`src/rtl/rs_encoder_if.sv`:
```
// Byte-stream handshake bundle for the RS(204,188) encoder: message bytes in, code bytes out.
// master drives in_* and out_ready; slave is the encoder.
interface rs_encoder_if;
    logic [7:0] in_data;
    logic       in_valid;
    logic       in_sop;
    logic       in_ready;
    logic [7:0] out_data;
    logic       out_valid;
    logic       out_sop;
    logic       out_eop;
    logic       out_ready;

    modport master (
        output in_data, in_valid, in_sop, out_ready,
        input  in_ready, out_data, out_valid, out_sop, out_eop
    );

    modport slave (
        input  in_data, in_valid, in_sop, out_ready,
        output in_ready, out_data, out_valid, out_sop, out_eop
    );
endinterface

```
`src/rtl/rs_encoder.sv`:
```
// Systematic RS(K+16,K) encoder over GF(256)/0x11D, 16-stage LFSR; one registered output stage.
// Latency 1 cycle per byte; input stalls while parity drains or the output register is held.
// Optional mid-block resynchronisation on in_sop is enabled by defining RS_ENC_RESYNC_EN.
module rs_encoder #(
    parameter int K = 188
) (
    input  logic clk,
    input  logic reset,
    rs_encoder_if.slave bus
);
    typedef enum logic [1:0] {IDLE, DATA, PARITY} state_t;

    // Generator coefficients g_0..g_15; g_16 = 1 is implicit.
    localparam logic [7:0] G [16] = '{
        8'd59,  8'd36,  8'd50,  8'd98,  8'd229, 8'd41,  8'd65,  8'd163,
        8'd8,   8'd30,  8'd209, 8'd68,  8'd189, 8'd104, 8'd13,  8'd59
    };

    function automatic logic [7:0] gf_mul(input logic [7:0] a, input logic [7:0] b);
        logic [7:0] p;
        logic [7:0] x;
        p = 8'h00;
        x = a;
        for (int i = 0; i < 8; i++) begin
            if (b[i]) p = p ^ x;
            x = {x[6:0], 1'b0} ^ (x[7] ? 8'h1D : 8'h00);
        end
        return p;
    endfunction

    state_t     state;
    logic [7:0] byte_cnt;
    logic [3:0] par_cnt;
    logic [7:0] r     [16];
    logic [7:0] r_nxt [16];
    logic [7:0] fb;
    logic       out_free;
    logic       accept;
    logic       start;
    logic       last_msg;

    assign out_free     = !bus.out_valid || bus.out_ready;
    assign bus.in_ready = (state != PARITY) && out_free;
    assign accept       = bus.in_valid && bus.in_ready;

`ifdef RS_ENC_RESYNC_EN
    assign start = accept && bus.in_sop;
`else
    assign start = accept && bus.in_sop && (state == IDLE);
`endif

    assign last_msg = start ? (K == 1) : (byte_cnt == 8'(K - 1));

    // A starting byte sees a cleared register, so the clear and the first update share one edge.
    always_comb begin
        fb       = bus.in_data ^ (start ? 8'h00 : r[15]);
        r_nxt[0] = gf_mul(G[0], fb);
        for (int i = 1; i < 16; i++) begin
            r_nxt[i] = (start ? 8'h00 : r[i-1]) ^ gf_mul(G[i], fb);
        end
    end

    always_ff @(posedge clk) begin
        if (reset) begin
            state         <= IDLE;
            byte_cnt      <= 8'd0;
            par_cnt       <= 4'd0;
            bus.out_valid <= 1'b0;
            bus.out_sop   <= 1'b0;
            bus.out_eop   <= 1'b0;
            bus.out_data  <= 8'h00;
            for (int i = 0; i < 16; i++) r[i] <= 8'h00;
        end else begin
            if (out_free) begin
                bus.out_valid <= 1'b0;
                bus.out_sop   <= 1'b0;
                bus.out_eop   <= 1'b0;
            end
            case (state)
                IDLE, DATA: begin
                    // Non-sop bytes accepted in IDLE fall through here and are dropped.
                    if (accept && (state == DATA || start)) begin
                        for (int i = 0; i < 16; i++) r[i] <= r_nxt[i];
                        bus.out_valid <= 1'b1;
                        bus.out_data  <= bus.in_data;
                        bus.out_sop   <= start;
                        bus.out_eop   <= 1'b0;
                        if (last_msg) begin
                            state    <= PARITY;
                            byte_cnt <= 8'd0;
                            par_cnt  <= 4'd0;
                        end else begin
                            state    <= DATA;
                            byte_cnt <= start ? 8'd1 : byte_cnt + 8'd1;
                        end
                    end
                end
                PARITY: begin
                    if (out_free) begin
                        bus.out_valid <= 1'b1;
                        bus.out_data  <= r[15];
                        bus.out_sop   <= 1'b0;
                        bus.out_eop   <= (par_cnt == 4'd15);
                        for (int i = 15; i > 0; i--) r[i] <= r[i-1];
                        r[0]    <= 8'h00;
                        par_cnt <= par_cnt + 4'd1;
                        // Leaving on the load of the last parity byte lets the next sop in while it drains.
                        if (par_cnt == 4'd15) state <= IDLE;
                    end
                end
                default: state <= IDLE;
            endcase
        end
    end
endmodule

```
`src/flat_wrapper.sv`:
```
// flat-port wrapper written by rule: the top's interface ports become plain ports
module rs_encoder_flat 
#(
    parameter int K = 188
)
  (clk, reset, bus_in_data, bus_in_valid, bus_in_sop, bus_out_ready, bus_in_ready, bus_out_data, bus_out_valid, bus_out_sop, bus_out_eop);
  rs_encoder_if bus_i ();
  input  logic clk;
  input  logic reset;
  input wire logic [$bits(bus_i.in_data)-1:0] bus_in_data;
  input wire logic [$bits(bus_i.in_valid)-1:0] bus_in_valid;
  input wire logic [$bits(bus_i.in_sop)-1:0] bus_in_sop;
  input wire logic [$bits(bus_i.out_ready)-1:0] bus_out_ready;
  output wire logic [$bits(bus_i.in_ready)-1:0] bus_in_ready;
  output wire logic [$bits(bus_i.out_data)-1:0] bus_out_data;
  output wire logic [$bits(bus_i.out_valid)-1:0] bus_out_valid;
  output wire logic [$bits(bus_i.out_sop)-1:0] bus_out_sop;
  output wire logic [$bits(bus_i.out_eop)-1:0] bus_out_eop;
  assign bus_i.in_data = bus_in_data;
  assign bus_i.in_valid = bus_in_valid;
  assign bus_i.in_sop = bus_in_sop;
  assign bus_i.out_ready = bus_out_ready;
  assign bus_in_ready = bus_i.in_ready;
  assign bus_out_data = bus_i.out_data;
  assign bus_out_valid = bus_i.out_valid;
  assign bus_out_sop = bus_i.out_sop;
  assign bus_out_eop = bus_i.out_eop;
  rs_encoder #(.K(K)) u_core (.clk(clk), .reset(reset), .bus(bus_i));
endmodule
```
`config.mk`:
```
export PLATFORM = sky130hd
export DESIGN_NAME = rs_encoder_flat
export DESIGN_NICKNAME = d
export VERILOG_FILES = /design/src/rtl/rs_encoder_if.sv /design/src/rtl/rs_encoder.sv /design/src/flat_wrapper.sv
export SDC_FILE = /design/constraint.sdc
export NUM_CORES = 1
export LEC_CHECK = 0
export ABC_CLOCK_PERIOD_IN_PS = 5340
export CORE_MARGIN = 2
export CORE_UTILIZATION = 60
export CTS_CLUSTER_SIZE = 20
export DETAILED_ROUTE_END_ITERATION = 16
export MAX_ROUTING_LAYER = met4
export PLACE_DENSITY = 0.73
export SYNTH_ARGS = -nofsm -noshare
export SYNTH_HDL_FRONTEND = slang
export SYNTH_SLANG_ARGS = --single-unit
```
`constraint.sdc`:
```
create_clock -name clk -period 5.34 [get_ports clk]
set_clock_uncertainty 0.2 [all_clocks]
set_input_delay 0.534 -clock clk [delete_from_list [all_inputs] [get_ports clk]]
set_output_delay 0.534 -clock clk [all_outputs]
set_load 0.02 [all_outputs]
```
# Yosys cells after proc, flatten, opt, wreduce, memory -nomap -nowiden
# Memories as Yosys holds them, arrays and structs flattened.
# Cells that the tools add are included.
# Widths: inputs -> output; s select.
[word_totals] ff_bits=25 mem_bits_rw=128 input_bits=13 out_inout_bits=12 elab_cells=392 mem_count=1
[mem_list] memory="u_core.r" words=16 word_bits=8 read_ports=16 rd_ports_with_merged_regs=0 wr=16 line="rs_encoder.sv:34" text="logic [7:0] r [16];"
[op_classes] addsub=2 eq_ne=9 mux=205 bitwise=153 n_reduce_logical=15
[ops] cell="$mux 8" n=109
[ops] cell="$mux 7" n=30
[ops] cell="$not 5->5" n=27
[ops] cell="$xor 8x8->8" n=16
[ops] cell="$mux 6" n=18
[ops] cell="$not 6->6" n=13
[ops] cell="$not 4->4" n=18
[ops] cell="$not 3->3" n=18
[ops] cell="$mux 5" n=9
[ops] cell="$or 1x1->1" n=32
[ops] cell="$not 2->3" n=10
[ops] cell="$mux 4" n=7
[ops] cell="$not 7->7" n=3
[ops] cell="$mux 1" n=20
[ops] cell="$pmux 8 s2" n=1
[ops] cell="$not 3->4" n=3
[ops] cell="$not 4->5" n=2
[ops] cell="$add 8x1->8 const B" n=1
[ops] cell="$eq 8x8->1 const B" n=1
[ops] cell="$mux 2" n=4
[ops] cell="$ne 2x1->1 const B" n=4
[ops] cell="$not 1->2" n=4
[ops] cell="$not 8->8" n=1
[ops] cell="$pmux 4 s2" n=1
[ops] cell="other kinds (19)" n=32

# Depth between registers and ports, before layout
[depth] word_depth=26 depth_mapped=9 mapped_depth_nobuf=7

# Worst setup path after synthesis
# No wires, ideal clock.
[synth_timing] path_kind="input to register" startpoint="in bus_out_ready" endpoint="mem u_core.r[0][0], enable pin" setup_ps=418 t_arrival_ps=3119 required_ps=4722 setup_slack_ps=1603 path_stages=7 n_path_buf=4 cell_sequence="nand2b_1 > buf_2 > buf_2 > buf_1 > a21oi_1 > clkbuf_1 > inv_1"
[synth_lines] element="start: declaration" line="flat_wrapper.sv:13" text="input wire logic [$bits(bus_i.out_ready)-1:0] bus_out_ready;"
[synth_lines] element="end: declaration" line="rs_encoder.sv:34"

==> reports/summary.txt <==
Status -> completed
Endpoint class of the critical path -> register
Async set-reset flop share out of synthesis -> 0
Reg clk slew, reported paths -> 0.07 ns
Vias per cell -> 6.50
Post-Syn Area -> 11,100 um^2
Total power -> 0.00708 W
Final worst slack -> 1.80 ns
Post-synth EDFFs -> 80
DRT Wirelength -> 33.0 mm
Peak VDD IR -> 0.344 mV
Mapped Cells -> 1,196
Worst-path maximum fanout -> 17
Core area -> 18,100 um^2
RSZ-0062 raised after global routing -> false
Sum Neg Setup Slack -> 0 ns
HPWL Detailed -> 22.5 mm
Worst Setup Start Kind -> register
Routability cong. -> 1.02
Drt pass-1 iters -> 6
Num rows -> 49
Clock tree sinks -> 153
Post-route DRC -> 0
Final cell count without fillers -> 1,416
Commonest non-fill, non-tap cell in the layout -> xnor2_1
Final hold violation count -> 0
Total gr overflow -> 0
Post_cts resized -> 0
Final hold slack -> 0.254 ns
Initial antenna violation count -> 1
Layout cells sized above 1 -> 0.0919
Seq/Total Area, Yosys -> 0.348
CTS root buf -> clkbuf_16
Arr. time, crit path -> 3.54 ns
Ys Warns -> 0
Number of distinct library cells after synthesis -> 61
Area growth, synth to finish -> 8.46%
H-tree levels -> 4
Layout fillers -> 1,393
Final min period -> 3.54 ns
Power density cells -> 588 nW/um^2
CTS tree -> done
F_max -> 0.283 GHz
Vias after detailed routing -> 9,208
Slew Limit Fails -> 0
Setup violations, final -> 0
Highest-count cells in the layout ignoring fill and taps -> xnor2_1, nand2_1, o21ai_0
Lkg Pwr -> 4.61 nW
Largest net degree at the start of global routing -> 88
DR iter-0 viols -> 1,142
Global-route usage over all layers -> 0.351
# Max-Cap Violations -> 0
Tcrit/Tclk final -> 0.662
Most used DFF post-synth -> edfxtp_1
Net count after synthesis -> 1,211
CTS Buf Count -> 17
Reg area -> 3860 um^2
Initial core utilization -> 0.614
# port buffers -> 24
Full die area -> 19,600 um^2
First-pass GRT wire length -> 50.4 mm
Area of the multi-input gates -> 6830 um^2
Hold_buf cts -> 0
Vias in the first global route -> 8,546
Post-CTS Setup Inserts -> 0
Avg Cell Area, Syn -> 9.29 um^2
Hold Crit Class -> reg -> reg
DR WL/cell -> 23.3 um
Nets -> 1,188
Required time of the critical path -> 5.34 ns
Antenna-violating nets left -> 0
Die height -> 140 um
Clock Path Buffers -> 2
Post-synthesis register bit count -> 153
Dpl cells -> 1,383
Die W -> 140 um
Crit Path Class -> reg -> reg
Slew margin rel. -> 0.179
Worst-Skew Late Latency -> 0.45 ns
Io pins -> 25
Pre-CTS WS -> 1.46 ns
Slew at the pin closest to its max-slew limit -> 1.23 ns
-- power breakdown --
part	internal (W)	switching (W)	leakage [nW]	total, W
clock	0.000640	0.000537	0.281	0.00118
sequential	0.00150	0.000227	1.45	0.00173
combinational	0.00190	0.00228	2.88	0.00418
total	0.00404	0.00304	4.61	0.00708
-- final cells by class --
cell class | count | share of cell area
clock inverters | 12 | 0.00685
flip-flops and latches | 153 | 0.321
diodes | 1 | 0.000208
repair buffers | 56 | 0.0399
multi-input cells | 935 | 0.567
inverters | 10 | 0.00311
clock buffers | 20 | 0.0389
well taps | 229 | 0.0238
-- state kept, by name (all words and copies together), names as in the netlist --
name	cells
u_core.bus.out_valid	1
u_core.bus.out_sop	1
u_core.r	128
u_core.state	2
u_core.byte_cnt	8
u_core.bus.out_data	8
u_core.par_cnt	4
u_core.bus.out_eop	1
-- Yosys cell counts, drive strengths merged (5+ instances only) --
| library cell | count | area [um^2] |
|---|---|---|
| nor3 | 9 | 45.0 |
| a22oi | 15 | 113 |
| xnor2 | 210 | 1930 |
| a31oi | 28 | 190 |
| o21ai | 95 | 475 |
| mux2 | 6 | 71.3 |
| xor2 | 81 | 773 |
| a21oi | 74 | 370 |
| nand4 | 7 | 43.8 |
| dfxtp | 73 | 1460 |
| xnor3 | 27 | 608 |
| a21o | 6 | 45.0 |
| clkbuf | 51 | 191 |
| mux2i | 14 | 140 |
| o22ai | 13 | 87.6 |
| a32o | 6 | 60.1 |
| o211ai | 5 | 37.5 |
| edfxtp | 80 | 2400 |
| nand2 | 140 | 526 |
| nor2 | 74 | 278 |
| nand3 | 25 | 125 |
| a22o | 32 | 280 |
| nand2b | 7 | 43.8 |
| or3 | 5 | 31.3 |
| buf | 47 | 240 |
| inv | 10 | 37.5 |
-- logic make-up after synthesis --
| group | after synthesis | share of synthesized area |
|---|---|---|
| xor+xnor | 321 | 0.304 |
| compound gates | 301 | 0.171 |
| simple gates | 291 | 0.113 |
| flops | 153 | 0.348 |
| buf+inv | 108 | 0.0422 |
| mux | 20 | 0.0190 |
| fa+ha+maj | 2 | 0.00225 |
-- critical path, cell delays in order, from the launching register on --
cell and delay [ns]:
dfxtp_1 0.61, xnor2_1 1.11, a31oi_1 0.17, xnor2_2 0.52, xor2_1 0.31, o21ai_0 0.13
a22o_1 0.22
-- per-stage QoR --
stage          area [um^2]  utilization
2_1_floorplan        11100            -
3_3_place_gp         11500        0.636
3_5_place_dp         11500        0.636
4_1_cts              12100        0.666
5_1_grt              12100        0.666
6_report             12100        0.666
-- worst paths after layout --
kind / startpoint / end / slack (ns) / depth (start not counted)
worst max-delay path: u_core.r[0][127]$_SDFFE_PP0P_ / u_core.r[0][75]$_DFFE_PP_ / 1.80 / 6
worst min-delay path: u_core.bus.out_sop$_SDFF_PP0_ / u_core.bus.out_sop$_SDFF_PP0_ / 0.25 / 2
worst max register to register: u_core.r[0][127]$_SDFFE_PP0P_ / u_core.r[0][75]$_DFFE_PP_ / 1.80 / 6
worst min register to register: u_core.bus.out_sop$_SDFF_PP0_ / u_core.bus.out_sop$_SDFF_PP0_ / 0.25 / 2
-- layer usage --
metal  share of wire  track usage
met1            0.40        0.466
met2            0.44        0.518
met3            0.11       0.0687
met4           0.046        0.167
met5               0            -
Note: power is estimated with default switching activity, not from simulation.
